==> config.mk <==
export PLATFORM = sky130hd
export DESIGN_NAME = fetch_stage
export DESIGN_NICKNAME = d
export VERILOG_FILES = /design/src/rtl/fetch_stage.sv
export SDC_FILE = /design/constraint.sdc
export NUM_CORES = 1
export LEC_CHECK = 0
export BUFFER_PORTS_ARGS = -buffer_cell sky130_fd_sc_hd__buf_4
export CORE_AREA = 2 2 148 150
export CTS_CLUSTER_DIAMETER = 80
export DETAILED_ROUTE_END_ITERATION = 16
export DIE_AREA = 0 0 150 152
export GPL_ROUTABILITY_DRIVEN = 0
export PLACE_DENSITY = 0.84
export SETUP_SLACK_MARGIN = 0.2
export SLEW_MARGIN = 30
export SYNTH_ARGS = -nofsm -noshare
export SYNTH_HDL_FRONTEND = slang
export SYNTH_SLANG_ARGS = --single-unit
==> constraint.sdc <==
create_clock -name clk -period 6.4 [get_ports clk]
set_clock_uncertainty 0.15 [all_clocks]
set_input_delay 0.32 -clock clk [delete_from_list [all_inputs] [get_ports clk]]
set_output_delay 0.32 -clock clk [all_outputs]
set_load 0.005 [all_outputs]
==> src/rtl/fetch_stage.sv <==
// fetch_stage: instruction fetch stage plus IF/ID pipeline register.
//
// Holds the fetch PC and issues one outstanding request at a time on a
// req/gnt + rvalid instruction-memory interface. The returned word and its
// PC are presented to decode through the IF/ID register. A one-entry buffer
// absorbs a response that arrives while decode is stalled. Execute-stage
// redirects flush IF/ID and discard any response still in flight.
//
// Ports
//   clk, reset            core clock, asynchronous active-high reset
//   imem_req/imem_addr    fetch request and word-aligned byte address
//   imem_gnt              request accepted this cycle
//   imem_rvalid/rdata     in-order response, at least one cycle after grant
//   stall_d               decode cannot accept, IF/ID holds
//   redirect_e/target_e   taken branch/jump from execute and its target
//   instr_d/pc_d/
//   pc_plus4_d/valid_d    registered IF/ID contents presented to decode
//
// state  | meaning
// -------+-------------------------------------------------------------
// FETCH  | request pc_f, advance on grant
// WAIT   | one request outstanding, waiting for rvalid
// HOLD   | response parked in the buffer until decode stops stalling
module fetch_stage #(
    parameter logic [31:0] RESET_PC  = 32'h0000_0000,
    parameter logic [31:0] NOP_INSTR = 32'h0000_0013
) (
    input  logic        clk,
    input  logic        reset,
    output logic        imem_req,
    output logic [31:0] imem_addr,
    input  logic        imem_gnt,
    input  logic        imem_rvalid,
    input  logic [31:0] imem_rdata,
    input  logic        stall_d,
    input  logic        redirect_e,
    input  logic [31:0] target_e,
    output logic [31:0] instr_d,
    output logic [31:0] pc_d,
    output logic [31:0] pc_plus4_d,
    output logic        valid_d
);

    typedef enum logic [1:0] {
        S_FETCH = 2'd0,
        S_WAIT  = 2'd1,
        S_HOLD  = 2'd2
    } state_t;

    state_t      state_q, state_d;
    logic [31:0] pc_f_q, pc_f_d;
    logic [31:0] req_pc_q, req_pc_d;
    logic [31:0] if_instr_q, if_instr_d;
    logic [31:0] if_pc_q, if_pc_d;
    logic [31:0] if_pc4_q, if_pc4_d;
    logic        if_valid_q, if_valid_d;
    logic [31:0] buf_instr_q, buf_instr_d;
    logic [31:0] buf_pc_q, buf_pc_d;
    logic        kill_q, kill_d;
    logic        slot_free;

    // Only combinational input path: a redirect suppresses the request in
    // the same cycle so the wrong-path address is never granted.
    assign imem_req   = (state_q == S_FETCH) && !redirect_e && !reset;
    assign imem_addr  = pc_f_q;
    assign slot_free  = !if_valid_q || !stall_d;

    assign instr_d    = if_instr_q;
    assign pc_d       = if_pc_q;
    assign pc_plus4_d = if_pc4_q;
    assign valid_d    = if_valid_q;

    always_comb begin
        state_d     = state_q;
        pc_f_d      = pc_f_q;
        req_pc_d    = req_pc_q;
        kill_d      = kill_q;
        if_instr_d  = if_instr_q;
        if_pc_d     = if_pc_q;
        if_pc4_d    = if_pc4_q;
        if_valid_d  = if_valid_q;
        buf_instr_d = buf_instr_q;
        buf_pc_d    = buf_pc_q;

        if (redirect_e) begin
            pc_f_d     = target_e & 32'hFFFF_FFFC;
            if_valid_d = 1'b0;
            if_instr_d = NOP_INSTR;
            case (state_q)
                S_WAIT: begin
                    if (imem_rvalid) begin
                        // Stale word arrives together with the redirect: drop it now.
                        kill_d  = 1'b0;
                        state_d = S_FETCH;
                    end else begin
                        // Response still in flight: remember to discard it.
                        kill_d  = 1'b1;
                    end
                end
                S_HOLD:  state_d = S_FETCH;
                S_FETCH: state_d = S_FETCH;
                default: state_d = S_FETCH;
            endcase
        end else begin
            // Decode consumed the current word; show a bubble unless a new one loads below.
            if (if_valid_q && !stall_d) begin
                if_valid_d = 1'b0;
                if_instr_d = NOP_INSTR;
            end
            case (state_q)
                S_FETCH: begin
                    if (imem_req && imem_gnt) begin
                        req_pc_d = pc_f_q;
                        pc_f_d   = pc_f_q + 32'd4;
                        state_d  = S_WAIT;
                    end
                end
                S_WAIT: begin
                    if (imem_rvalid) begin
                        if (kill_q) begin
                            kill_d  = 1'b0;
                            state_d = S_FETCH;
                        end else if (slot_free) begin
                            if_instr_d = imem_rdata;
                            if_pc_d    = req_pc_q;
                            if_pc4_d   = req_pc_q + 32'd4;
                            if_valid_d = 1'b1;
                            state_d    = S_FETCH;
                        end else begin
                            buf_instr_d = imem_rdata;
                            buf_pc_d    = req_pc_q;
                            state_d     = S_HOLD;
                        end
                    end
                end
                S_HOLD: begin
                    if (!stall_d) begin
                        if_instr_d = buf_instr_q;
                        if_pc_d    = buf_pc_q;
                        if_pc4_d   = buf_pc_q + 32'd4;
                        if_valid_d = 1'b1;
                        state_d    = S_FETCH;
                    end
                end
                default: state_d = S_FETCH;
            endcase
        end
    end

    always_ff @(posedge clk or posedge reset) begin
        if (reset) begin
            state_q     <= S_FETCH;
            pc_f_q      <= RESET_PC;
            req_pc_q    <= 32'h0;
            kill_q      <= 1'b0;
            if_instr_q  <= NOP_INSTR;
            if_pc_q     <= 32'h0;
            if_pc4_q    <= 32'h4;
            if_valid_q  <= 1'b0;
            buf_instr_q <= 32'h0;
            buf_pc_q    <= 32'h0;
        end else begin
            state_q     <= state_d;
            pc_f_q      <= pc_f_d;
            req_pc_q    <= req_pc_d;
            kill_q      <= kill_d;
            if_instr_q  <= if_instr_d;
            if_pc_q     <= if_pc_d;
            if_pc4_q    <= if_pc4_d;
            if_valid_q  <= if_valid_d;
            buf_instr_q <= buf_instr_d;
            buf_pc_q    <= buf_pc_d;
        end
    end

endmodule

Yosys cells after proc, flatten, opt, wreduce, memory -nomap -nowiden
Cells that the tools add are included.
{ "totals": {"ff_bits": 228, "inputBits": 70, "output_inout_bits": 130, "wordCells": 85} }
{ "op_classes": {"addsub": 3, "n_eq_ne": 8, "mux": 41, "bitwise": 3, "n_reduce_logical": 20} }
{ "op_table": {"columns": ["op", "n"], "rows": [
  ["two-way mux 32 bit", 17],
  ["one-hot mux 32 bit (2 select lines)", 3],
  ["adder 32 x 3 -> 32 bit, second input constant", 3],
  ["two-way mux 2 bit", 8],
  ["two-way mux 1 bit", 11],
  ["inequality test 2 bit, second input constant", 4],
  ["nonzero test 2 bit", 4],
  ["one-hot mux 2 bit (3 select lines)", 1],
  ["AND reduction 3 bit", 2],
  ["AND reduction 6 bit", 1],
  ["AND reduction 5 bit", 1],
  ["logical AND 1 bit", 4],
  ["logical NOT 1 bit", 4],
  ["AND reduction 2 bit", 2],
  ["inequality test 3 x 2 -> 1 bit, second input constant", 1],
  ["inequality test 3 bit, second input constant", 1],
  ["NOT 1 bit", 3],
  ["== test 2 x 1 -> 1 bit, second input constant", 1],
  ["== test 2 bit, second input constant", 1],
  ["logical NOT 2 bit", 1],
  ["one-hot mux 1 bit (2 select lines)", 1],
  ["logical OR 1 bit", 1]
]} }

Logic depth before layout (Yosys ltp)
Gate-level depths: netlist (run 1).
{ "logic_depth": {"ltp_word": 8, "depth_mapped": 14, "depth_no_buf": 8} }

Worst setup path before layout (run 1)
Ideal clock, no wire load.
{ "synth_path": {"path_kind": "input to register", "start": "input port reset", "end": "register pc_f_q[22], in the netlist imem_addr[22]", "arrival_time_ps": 5926, "required_time_ps": 6167, "slack_ps": 241, "cell_stages": 5, "path_buffers": 0, "cell_sequence": "inv_1 > and3_1 > nand4_1 > xor2_1 > o21ai_0"} }
{ "synth_via": {"elab_chain_len": 5} }
{ "synth_lines": {"columns": ["element", "line_no", "source"], "rows": [
  ["start: declaration", "29", "input logic reset,"],
  ["logical NOT 1 bit (no line)", null, null],
  ["logical AND 1 bit", "64", "assign imem_req = (state_q == S_FETCH) && !redirect_e && !reset;"],
  ["logical AND 1 bit", "112", "if (imem_req && imem_gnt) begin"],
  ["nonzero test 2 bit (no line)", null, null],
  ["AND reduction 2 bit (no line)", null, null],
  ["end signal: assignment", "164", "pc_f_q <= pc_f_d;"],
  ["end: declaration", "51", "logic [31:0] pc_f_q, pc_f_d;"]
]} }
Every way passes these cells.
A chain may end at the register's enable or synchronous reset.

Final worst setup path (run 1)
{ "layout_path": {"start": "register state_q[0]", "end": "register if_pc4_q[30], in the netlist pc_plus4_d[30]"} }
{ "layout_via": {"elab_chain_len": 3, "elab_cells_between_ends": 9, "classes_between": "eq/ne (6); mux (1); reduce/logical (2)"} }
{ "layout_lines": {"columns": ["element", "line_no", "source"], "rows": [
  ["start: declaration", "50", "state_t state_q, state_d;"],
  ["start signal: assignment", "163", "state_q <= state_d;"],
  ["== test 2 x 1 -> 1 bit or == test 2 bit (tied branches)", "110", "case (state_q)"],
  ["inequality test 2 bit (no line) or nonzero test 2 bit (tied branches)", null, null],
  ["AND reduction 6 bit (no line)", null, null],
  ["end signal: assignment", "169", "if_pc4_q <= if_pc4_d;"],
  ["end: declaration", "55", "logic [31:0] if_pc4_q, if_pc4_d;"]
]} }
Parallel ways exist; a longest one is shown, timed or not.

==> flow_summary.toml, run 1 <==
[cells_and_area]
drive_gt1_frac = 0.311
areaGrowthSynthToFinish_pct = 29.1
utilization = 0.628
fin_nets = 1236

[worst_setup_path]
r2r_cells = 9
cp.required_ns = 6.71
worstPathArrival_ns = 4.18
r2r_slack_ns = 2.53
worstSetupPathType = "flop to flop"
cp-end-kind = "flop"
reg2reg_to = "pc_plus4_d[30]"
crit_path_start_kind = "flop"
r2r-start = "state_q[0]"
crit_fanout = 33

[sta]
hold_viol = 0
tightest_slew_ns = 0.883
rsz0062_at_grt = "no"
setup_tns_ns = 0
holdWs_ns = 0.0497
setup_violations = 0
slew_viol_final = 0
fin_crit_sh = 0.605
period_minus_slack_ns = 3.87
slew_headroom = 0.412
clock.fmax_mhz = 258

[worst_hold_path]
min_to = "instr_d[9]"
hold_path.class = "primary input to flop"
min_path_cells = 2
min_from = "redirect_e"

[cts]
numCtsBuffers = 23
clock-root-buffer = "clkbuf_16"
tritoncts = "yes"
clock_sinks = 218
cts-resized-gates = 0
cts_buffer_depth = 3
cts.reportedPaths.clkPinSlew_ns = 0.06
htreeDepth = 1
insertion_delay_ns = 0.53

[pwr]
power_density_mw_per_mm2 = 312
peakVddDrop_mv = 0.204
p_leak_uw = 0.00613
finalPower_uw = 4180

[outcome]
status = "finished clean"

[synth]
synth_edf_count = 0
yosysMostFrequentCell = "dfrtp_1"
syn_area_mm2 = 0.0104
avgSynthCellArea_um2 = 11.2
synth_top_cell_by_area = "dfrtp_1"
synth_async_sr_flop_share = 1.00
synthTopCellsByCount = "dfrtp_1 (214), mux2_2 (110), nand2_1 (108)"
synth-seq-area-share = 0.526
synthFlopType = "dfrtp_1"
synth.distinct_cells = 61
syn_inst = 930
yosysWarnings = 0
synth.area.top_cells = "dfrtp_1 (52%), mux2_2 (12%), nand2_1 (3.9%)"
synth_top_area_frac = 0.516
ys_ff_latch = 218

[global_routing]
grt_overflow = 0
antenna_found_initial = 1
grt_use_total = 0.239
grt_max_degree = 129
grt_pass1_wl_um = 44300
grt_pass1_vias = 8494

[drt]
wl_per_cell_um = 18.9
drt_iter0_markers = 502
post_drt_via_cell_ratio = 5.83
first_pass_iters = 8
route.detailed.drc = 0
routed_wl_um = 27500
vias = 8493
drtAntennaViolNets = 0

[floorplanning]
core_area_mm2 = 0.0214
die_w_um = 150
die_h_um = 152
initial_core_util = 0.486
die_area_mm2 = 0.0228
row_count = 54
pin_count = 200

[placement]
io_buffers = 191
hpwlAfterDp_um = 17200

[job]
drv_cap = 0
[layout make-up]
cell class                 count  area [um^2]
antenna                        1         2.50
clock buffer                  36          684
clock inverter                 5         70.1
fill                        1616         7950
inverter                       7         30.0
multi-input combinational    643         4600
sequential                   218         5460
tap                          280          350
timing repair buffer         268         2200
[how the worst max path moves through the flow]
stage	startpoint	end	slack [ns]	depth (start not counted)
after floorplan	reset	imem_addr[22]	1.73	5
after global routing	state_q[0]	pc_plus4_d[28]	2.20	9
after detailed placement	state_q[0]	pc_plus4_d[30]	2.54	9
final	state_q[0]	pc_plus4_d[30]	2.53	9
after CTS	state_q[0]	pc_plus4_d[30]	2.53	9
after global placement	state_q[0]	pc_plus4_d[26]	2.63	9
[through the flow]
| stage | setup WS (ns) | area [um^2] | cells |
|---|---|---|---|
| floorplan | 1.73 | 10400 | 935 |
| global placement | 2.63 | 12000 | 1351 |
| detailed placement | 2.54 | 12000 | 1352 |
| CTS | 2.53 | 13400 | 1457 |
| global route | 2.20 | 13400 | 1458 |
| finish | 2.53 | 13400 | 1458 |
[sequential cells by signal, summed over array words and instances, names as in the netlist]
signal,count
instr_d,32
state_q,2
kill_q,1
valid_d,1
req_pc_q,30
buf_pc_q,30
buf_instr_q,32
pc_plus4_d,30
imem_addr,30
pc_d,30
[power by group]
group	leakage, uW	switching (uW)	internal, uW
sequential	0.00284	218	1660
combinational	0.00293	444	532
clock	0.000363	548	779
total	0.00613	1210	2970
[worst max-delay path, stage by stage (launching register included)]
cell      delay [ns]
dfrtp_1         0.41
inv_1           0.12
ha_2            0.67
buf_4           0.46
mux2_2          0.24
ha_1            0.18
a21boi_2        0.34
nand4_1         0.49
or4_1           0.65
nand3_1         0.10
[layer usage]
metal	up-vias	wire, um	global-route usage	share of wire
met5	-	0	0	0
met4	0	1030	0.0854	0.037
met3	84	1920	0.0492	0.070
met2	366	13400	0.395	0.49
met1	4167	11200	0.311	0.41
li1	3876	-	-	-
[cells by family after synthesis]
logic type      count (synthesis)  share of synthesized area
flops                         218                      0.526
mux                           129                      0.138
xor+xnor                       39                     0.0329
buf+inv                        74                     0.0340
simple gates                  280                      0.136
fa+ha+maj                       5                    0.00602
other cells                     1                   0.000361
compound gates                184                      0.128
[cell usage in the layout (no fill, tap or decap), types with 8 or more instances in the layout]
cell type | synthesis | final
a21oi_1 | 10 | 9
a222oi_1 | 29 | 29
a22o_1 | 29 | 29
and4_1 | 8 | 8
buf_4 | 7 | 202
clkbuf_16 | 0 | 23
dfrtp_1 | 214 | 214
dlygate4sd3_1 | 0 | 64
mux2_2 | 110 | 110
mux2i_1 | 19 | 19
nand2_1 | 108 | 108
nand3_1 | 24 | 24
nand4_1 | 15 | 15
nor2_1 | 55 | 54
nor3_1 | 8 | 8
o211ai_1 | 9 | 9
o21ai_0 | 69 | 68
or3_1 | 8 | 8
or4_1 | 9 | 9
xnor2_1 | 19 | 19
xor2_1 | 20 | 20
[what timing repair did]
action                    4_1_cts  5_1_grt
hold endpoints to repair      152        0
buffers inserted                0        0
hold buffers                   64        0
Note: power is estimated with default switching activity, not from simulation.
==> run 2: changes to the inputs <==
- ABC_AREA: not set -> 1
- CORE_AREA: 2 2 148 150 -> 2 2 145 147
- DIE_AREA: 0 0 150 152 -> 0 0 147 149
- PLACE_DENSITY: 0.84 -> 0.87
- clock period: 6.4 -> 3.63 ns (I/O delays scaled with it)
==> run 2 against run 1 <==
Cell count rose by 29%. Global-route usage rose by 4.4 points. Setup slack worse by 1.8 ns. Synthesized cell count grew 45%. Hold slack got worse by 0.029 ns. Non-clock buffer count up 14. Maximum frequency grew 35%. Count of clock-buffer cells in the layout down 2. Sequential share of layout area decreased by 2.0 points. Critical path depth is 4 higher. Largest power group unchanged.
==> flow_summary.toml, run 2 <==
[sta]
slew_headroom = 0.381
tightest_slew_ns = 0.926
setup_violations = 0
rsz0062_at_grt = "no"
clock.fmax_mhz = 349
fin_crit_sh = 0.790
setup_tns_ns = 0
hold_viol = 0
period_minus_slack_ns = 2.87
slew_viol_final = 0

[pwr]
p_leak_uw = 0.00683
peakVddDrop_mv = 0.321
power_density_mw_per_mm2 = 665

[drt]
wl_met1_um = 12800
met2_length_um = 14800
post_drt_via_cell_ratio = 5.59
wl_per_cell_um = 16.7
routed_wl_um = 31400
first_pass_iters = 6
drt_iter0_markers = 903
vias = 10500
drtAntennaViolNets = 0
route.detailed.drc = 0
met3_length_um = 2590
dr.max_layer_used = "met4"

[worst_setup_path]
cp_num_buf_inv = 3
worstPathArrival_ns = 3.14
slowest_stage = "ha_2"
crit_fanout = 34
crit_path_start_kind = "flop"
crit_path_frequent_cell = "nand2_1"
worstSetupPathType = "flop to flop"
cp_top_family = "adder cells"
critPathMaxStageDelay_ns = 0.67
cp-end-kind = "flop"
cp.required_ns = 3.91
crit_chain = "inv_1 > ha_2 > clkinv_4 > nand2_1 > nand2_1 > ha_1 > nand3_2 > inv_2 > nand2_2 > nor2_2 > nand2_1 > nand3_1 > o211ai_1"

[global_routing]
grt_pass1_wl_um = 50700
grt_pass1_vias = 10100
grt_use_total = 0.283
grt_overflow = 0
antenna_found_initial = 0
grt_max_degree = 105

[synth]
syn_area_mm2 = 0.0110
synth.distinct_cells = 47
synth_top_area_frac = 0.487
synth_top_cell_by_area = "dfrtp_1"
avgSynthCellArea_um2 = 8.16
synth_async_sr_flop_share = 1.00
synth-seq-area-share = 0.497
synthFlopType = "dfrtp_1"
synthTopCellsByCount = "nand2_1 (399), dfrtp_1 (214), inv_1 (124)"
syn_inst = 1348
yosysMostFrequentCell = "nand2_1"
synth.area.top_cells = "dfrtp_1 (49%), nand2_1 (14%), o21ai_0 (5.2%)"
ys_ff_latch = 218
yosysWarnings = 0
synth_edf_count = 0

[job]
drv_cap = 0

[cts]
tritoncts = "yes"
clock-root-buffer = "clkbuf_16"
cts.reportedPaths.clkPinSlew_ns = 0.07
cts_buffer_depth = 3
numCtsBuffers = 23
clock_sinks = 218
htreeDepth = 1
insertion_delay_ns = 0.50

[placement]
hpwlAfterDp_um = 20000
dpl-instance-area_mm2 = 0.0126
io_buffers = 191

[cells_and_area]
fin_nets = 1668
final_cell_mix = "nand2_1 (397), dfrtp_1 (214), buf_4 (204)"
layout_commonest_cell = "nand2_1"
num_antenna_cells = 0
drive_gt1_frac = 0.216
areaGrowthSynthToFinish_pct = 28.3
fin_area_mm2 = 0.0141

[worst_hold_path]
hold_path.class = "primary input to flop"

[outcome]
status = "finished clean"

[floorplanning]
die_h_um = 149
row_count = 53
core_area_mm2 = 0.0206
die_w_um = 147
pin_count = 200
initial_core_util = 0.535
die_area_mm2 = 0.0219
[run 2: cell count changes after synthesis, moves of 21 or more]
cell / before / now
o21ai_0: 69 / 114
a31o_2: 0 / 21
inv_1: 6 / 124
a22o_1: 29 / 0
nor2_1: 55 / 89
nand2_2: 0 / 22
a222oi_1: 29 / 0
nand3_1: 24 / 106
mux2_2: 110 / 27
nand2_1: 108 / 399
[run 2: final cells by class]
type | count | area (um^2)
multi-input combinational | 938 | 4710
timing repair buffer | 282 | 2340
tap | 275 | 344
fill | 1576 | 6450
inverter | 130 | 497
clock buffer | 34 | 667
sequential | 218 | 5460
clock inverter | 6 | 86.3
[run 2: cells by family (layout without fill, tap and decap cells)]
kind of cell | count (synthesis) | after routing | share of synthesized area
fa+ha+maj | 5 | 5 | 0.00569
xor+xnor | 20 | 20 | 0.0159
buf+inv | 197 | 452 | 0.0777
compound gates | 214 | 214 | 0.115
flops | 218 | 218 | 0.497
other cells | 1 | 6 | 0.000341
simple gates | 666 | 666 | 0.261
mux | 27 | 27 | 0.0277
[run 2: stage by stage]
stage	setup WS (ns)	hold WS, ns	utilization	total power, uW	std cells
2_1_floorplan	0.462	0.155	-	5570	1353
5_1_grt	0.497	0.0351	0.686	9950	1883
3_5_place_dp	0.823	0.239	0.613	6880	1768
6_report	0.763	0.0210	0.686	9380	1883
3_3_place_gp	0.827	0.227	0.613	6730	1768
4_1_cts	0.800	0.00219	0.686	9310	1883
[run 2: power breakdown]
group | leakage [uW] | internal [uW] | switching [uW] | total [uW]
sequential | 0.00284 | 3150 | 538 | 3690
combinational | 0.00362 | 1310 | 2000 | 3310
clock | 0.000373 | 1410 | 959 | 2370
total | 0.00683 | 5880 | 3500 | 9380
[run 2: worst reg2reg max path, cell delays in order (launching register included)]
cell and delay (ns):
dfrtp_1 0.40, inv_1 0.10, ha_2 0.67, clkinv_4 0.39, nand2_1 0.17, nand2_1 0.09, ha_1 0.22, nand3_2 0.13
inv_2 0.07, nand2_2 0.10, nor2_2 0.05, nand2_1 0.09, nand3_1 0.09, o211ai_1 0.10
[run 2: per-layer routing]
layer	up-vias	GRT usage
met5	-	0
met4	0	0.113
met1	4998	0.385
met3	92	0.0446
met2	584	0.460
li1	4857	-
[run 2: path summary, 6_finish.rpt]
kind                                start             end  slack (ns)  cells past startpoint
min in group asynchronous           reset    req_pc_q[30]        0.30                      4
max in group asynchronous           reset        pc_d[30]        2.54                      4
min reg2reg                pc_plus4_d[25]  pc_plus4_d[25]        0.33                      2
max reg2reg                    state_q[0]  pc_plus4_d[16]        0.76                     13
max                            state_q[0]  pc_plus4_d[16]        0.76                     13
min                            redirect_e   imem_addr[12]        0.02                      3
[run 2: repair_timing]
item	CTS	global route
hold buffers	75	0
resized for setup	0	0
hold endpoints to repair	310	0
setup buffers	0	0
==> run 3: changes to the inputs <==
- CORE_AREA: 2 2 145 147 -> 2 2 150 152
- DIE_AREA: 0 0 147 149 -> 0 0 152 154
- PLACE_DENSITY: 0.87 -> 0.85
- clock period: 3.63 -> 2.4 ns (I/O delays scaled with it)
==> run 3 against run 2 <==
Sequential power rose by 53%. Critical path depth did not move. Critical endpoint is now pc_plus4_d[31]. Power rose by 65%. Maximum frequency rose by 27%. Clock power rose by 46%. Cell count rose by 4.0%. Wire length rose by 10%. First-iteration DRC count rose by 21%. Sequential cell count did not move.
==> flow_summary.toml, run 3 (synthesized netlist as in run 2, its figures left out) <==
[cts]
clock_sinks = 218
numCtsBuffers = 23
cts.reportedPaths.clkPinSlew_ns = 0.06
htreeDepth = 1
tritoncts = "yes"
cts_buffer_depth = 3
clock-root-buffer = "clkbuf_16"
insertion_delay_ns = 0.52

[global_routing]
grt_overflow = 0
grt_max_degree = 89
antenna_found_initial = 0
grt_use_total = 0.272
grt_pass1_wl_um = 52800
grt_pass1_vias = 10500

[cells_and_area]
fin_nets = 1736
drive_gt1_frac = 0.280
areaGrowthSynthToFinish_pct = 38.9
num_antenna_cells = 0
final_cell_mix = "nand2_1 (362), buf_4 (229), dfrtp_1 (214)"
fillers = 1471
fin_cells = 1958
layout_commonest_cell = "nand2_1"

[sta]
tightest_slew_ns = 0.546
setup_violations = 0
setup_slack_ns = 0.137
fin_crit_sh = 0.943
slew_viol_final = 0
setup_tns_ns = 0
clock.fmax_mhz = 442
rsz0062_at_grt = "yes"
slew_headroom = 0.632
hold_viol = 0
period_minus_slack_ns = 2.26

[floorplanning]
row_count = 54
initial_core_util = 0.507
core_area_mm2 = 0.0217
pin_count = 200
die_h_um = 154
die_area_mm2 = 0.0234
die_w_um = 152

[worst_hold_path]
hold_path.class = "primary input to flop"

[outcome]
status = "finished clean"

[drt]
drt_iter0_markers = 1092
first_pass_iters = 5
vias = 11000
routed_wl_um = 34500
drtAntennaViolNets = 0
route.detailed.drc = 0
post_drt_via_cell_ratio = 5.60
wl_per_cell_um = 17.6

[worst_setup_path]
cp.required_ns = 2.63
r2r_slack_ns = 0.14
crit_path_frequent_cell = "nand2_2"
crit_fanout = 6
cp_top_family = "simple AND/OR/NAND/NOR gates"
crit_chain = "ha_4 > buf_12 > clkinv_16 > buf_8 > nand2_1 > nand2_2 > nand2_2 > nor2_4 > nand3_4 > nor2_4 > nand3_2 > nand2_2 > nand3_1"
slowest_stage = "dfrtp_1"
crit_path_start_kind = "flop"
worstSetupPathType = "flop to flop"
cp_num_buf_inv = 3
cp-end-kind = "flop"
worstPathArrival_ns = 2.50
critPathMaxStageDelay_ns = 0.42

[pwr]
power_density_mw_per_mm2 = 1010
p_leak_uw = 0.00731
finalPower_uw = 15400
peakVddDrop_mv = 0.488

[placement]
place_inst = 1793
hpwlAfterDp_um = 20300
io_buffers = 191
preCtsSetupSlack_ns = -0.0165

[job]
drv_cap = 0
## run 3: changes by cell type in the layout (fill, tap and decap cells not counted), sizes merged
cell | previous run | this run
dlygate4sd3 | 75 | 91
bufinv | 2 | 0
buf | 207 | 252
inv | 128 | 126
o21ai | 124 | 125
clkbuf | 34 | 37
clkinvlp | 1 | 6
clkinv | 5 | 9
## run 3: stage by stage
step / util / instance area [um^2] / hold slack [ns]
finish: 0.704 / 15300 / 0.0599
global route: 0.704 / 15300 / 0.0510
CTS: 0.673 / 14600 / 0.0244
detailed placement: 0.592 / 12800 / 0.0455
global placement: 0.592 / 12800 / 0.0525
floorplan: - / 11000 / 0.0938
## run 3: worst paths after layout
path	start	end	cells past startpoint
max in group asynchronous	reset	pc_plus4_d[2]	4
worst max-delay path	state_q[1]	pc_plus4_d[31]	13
worst min-delay path	imem_gnt	imem_addr[14]	5
worst min register to register	pc_d[26]	pc_d[26]	2
min in group asynchronous	reset	state_q[1]	3
worst max register to register	state_q[1]	pc_plus4_d[31]	13
## run 3: layout make-up
cell class / count / area [um^2] / area share
repair inverters: 3 / 32.5 / 0.00213
flip-flops and latches: 218 / 5460 / 0.357
multi-input cells: 939 / 5100 / 0.334
repair buffers: 346 / 3070 / 0.201
well taps: 280 / 350 / 0.0229
clock buffers: 34 / 677 / 0.0443
inverters: 130 / 533 / 0.0349
clock inverters: 8 / 48.8 / 0.00319
## run 3: per-layer routing
layer / track usage / routed length, um / vias to the layer above
met5: 0 / 0 / -
met4: 0.126 / 1490 / 0
met3: 0.0434 / 2890 / 120
met2: 0.437 / 16500 / 637
met1: 0.366 / 13600 / 5198
li1: - / - / 5014
## run 3: what timing repair did
item | CTS | global route
pin swaps | 5 | 37
endpoints found under the hold margin | 231 | 0
hold buffers | 91 | 0
gates resized for setup | 15 | 112
cloned | 0 | 7
endpoints found under the setup margin | 47 | 154
buffers inserted | 5 | 20
## run 3: worst register-to-register path, delay by kind of cell, from the launching register on
kind,cells,cell delay [ns]
fa+ha+maj,1,0.23
buf+inv,3,0.35
simple gates,9,0.99
flops,1,0.42
## run 3: report_power, final
group	switching [uW]	total [uW]	internal, uW
registers	863	5630	4770
logic	3630	6340	2710
clock network	1500	3460	1960
total	5990	15400	9440
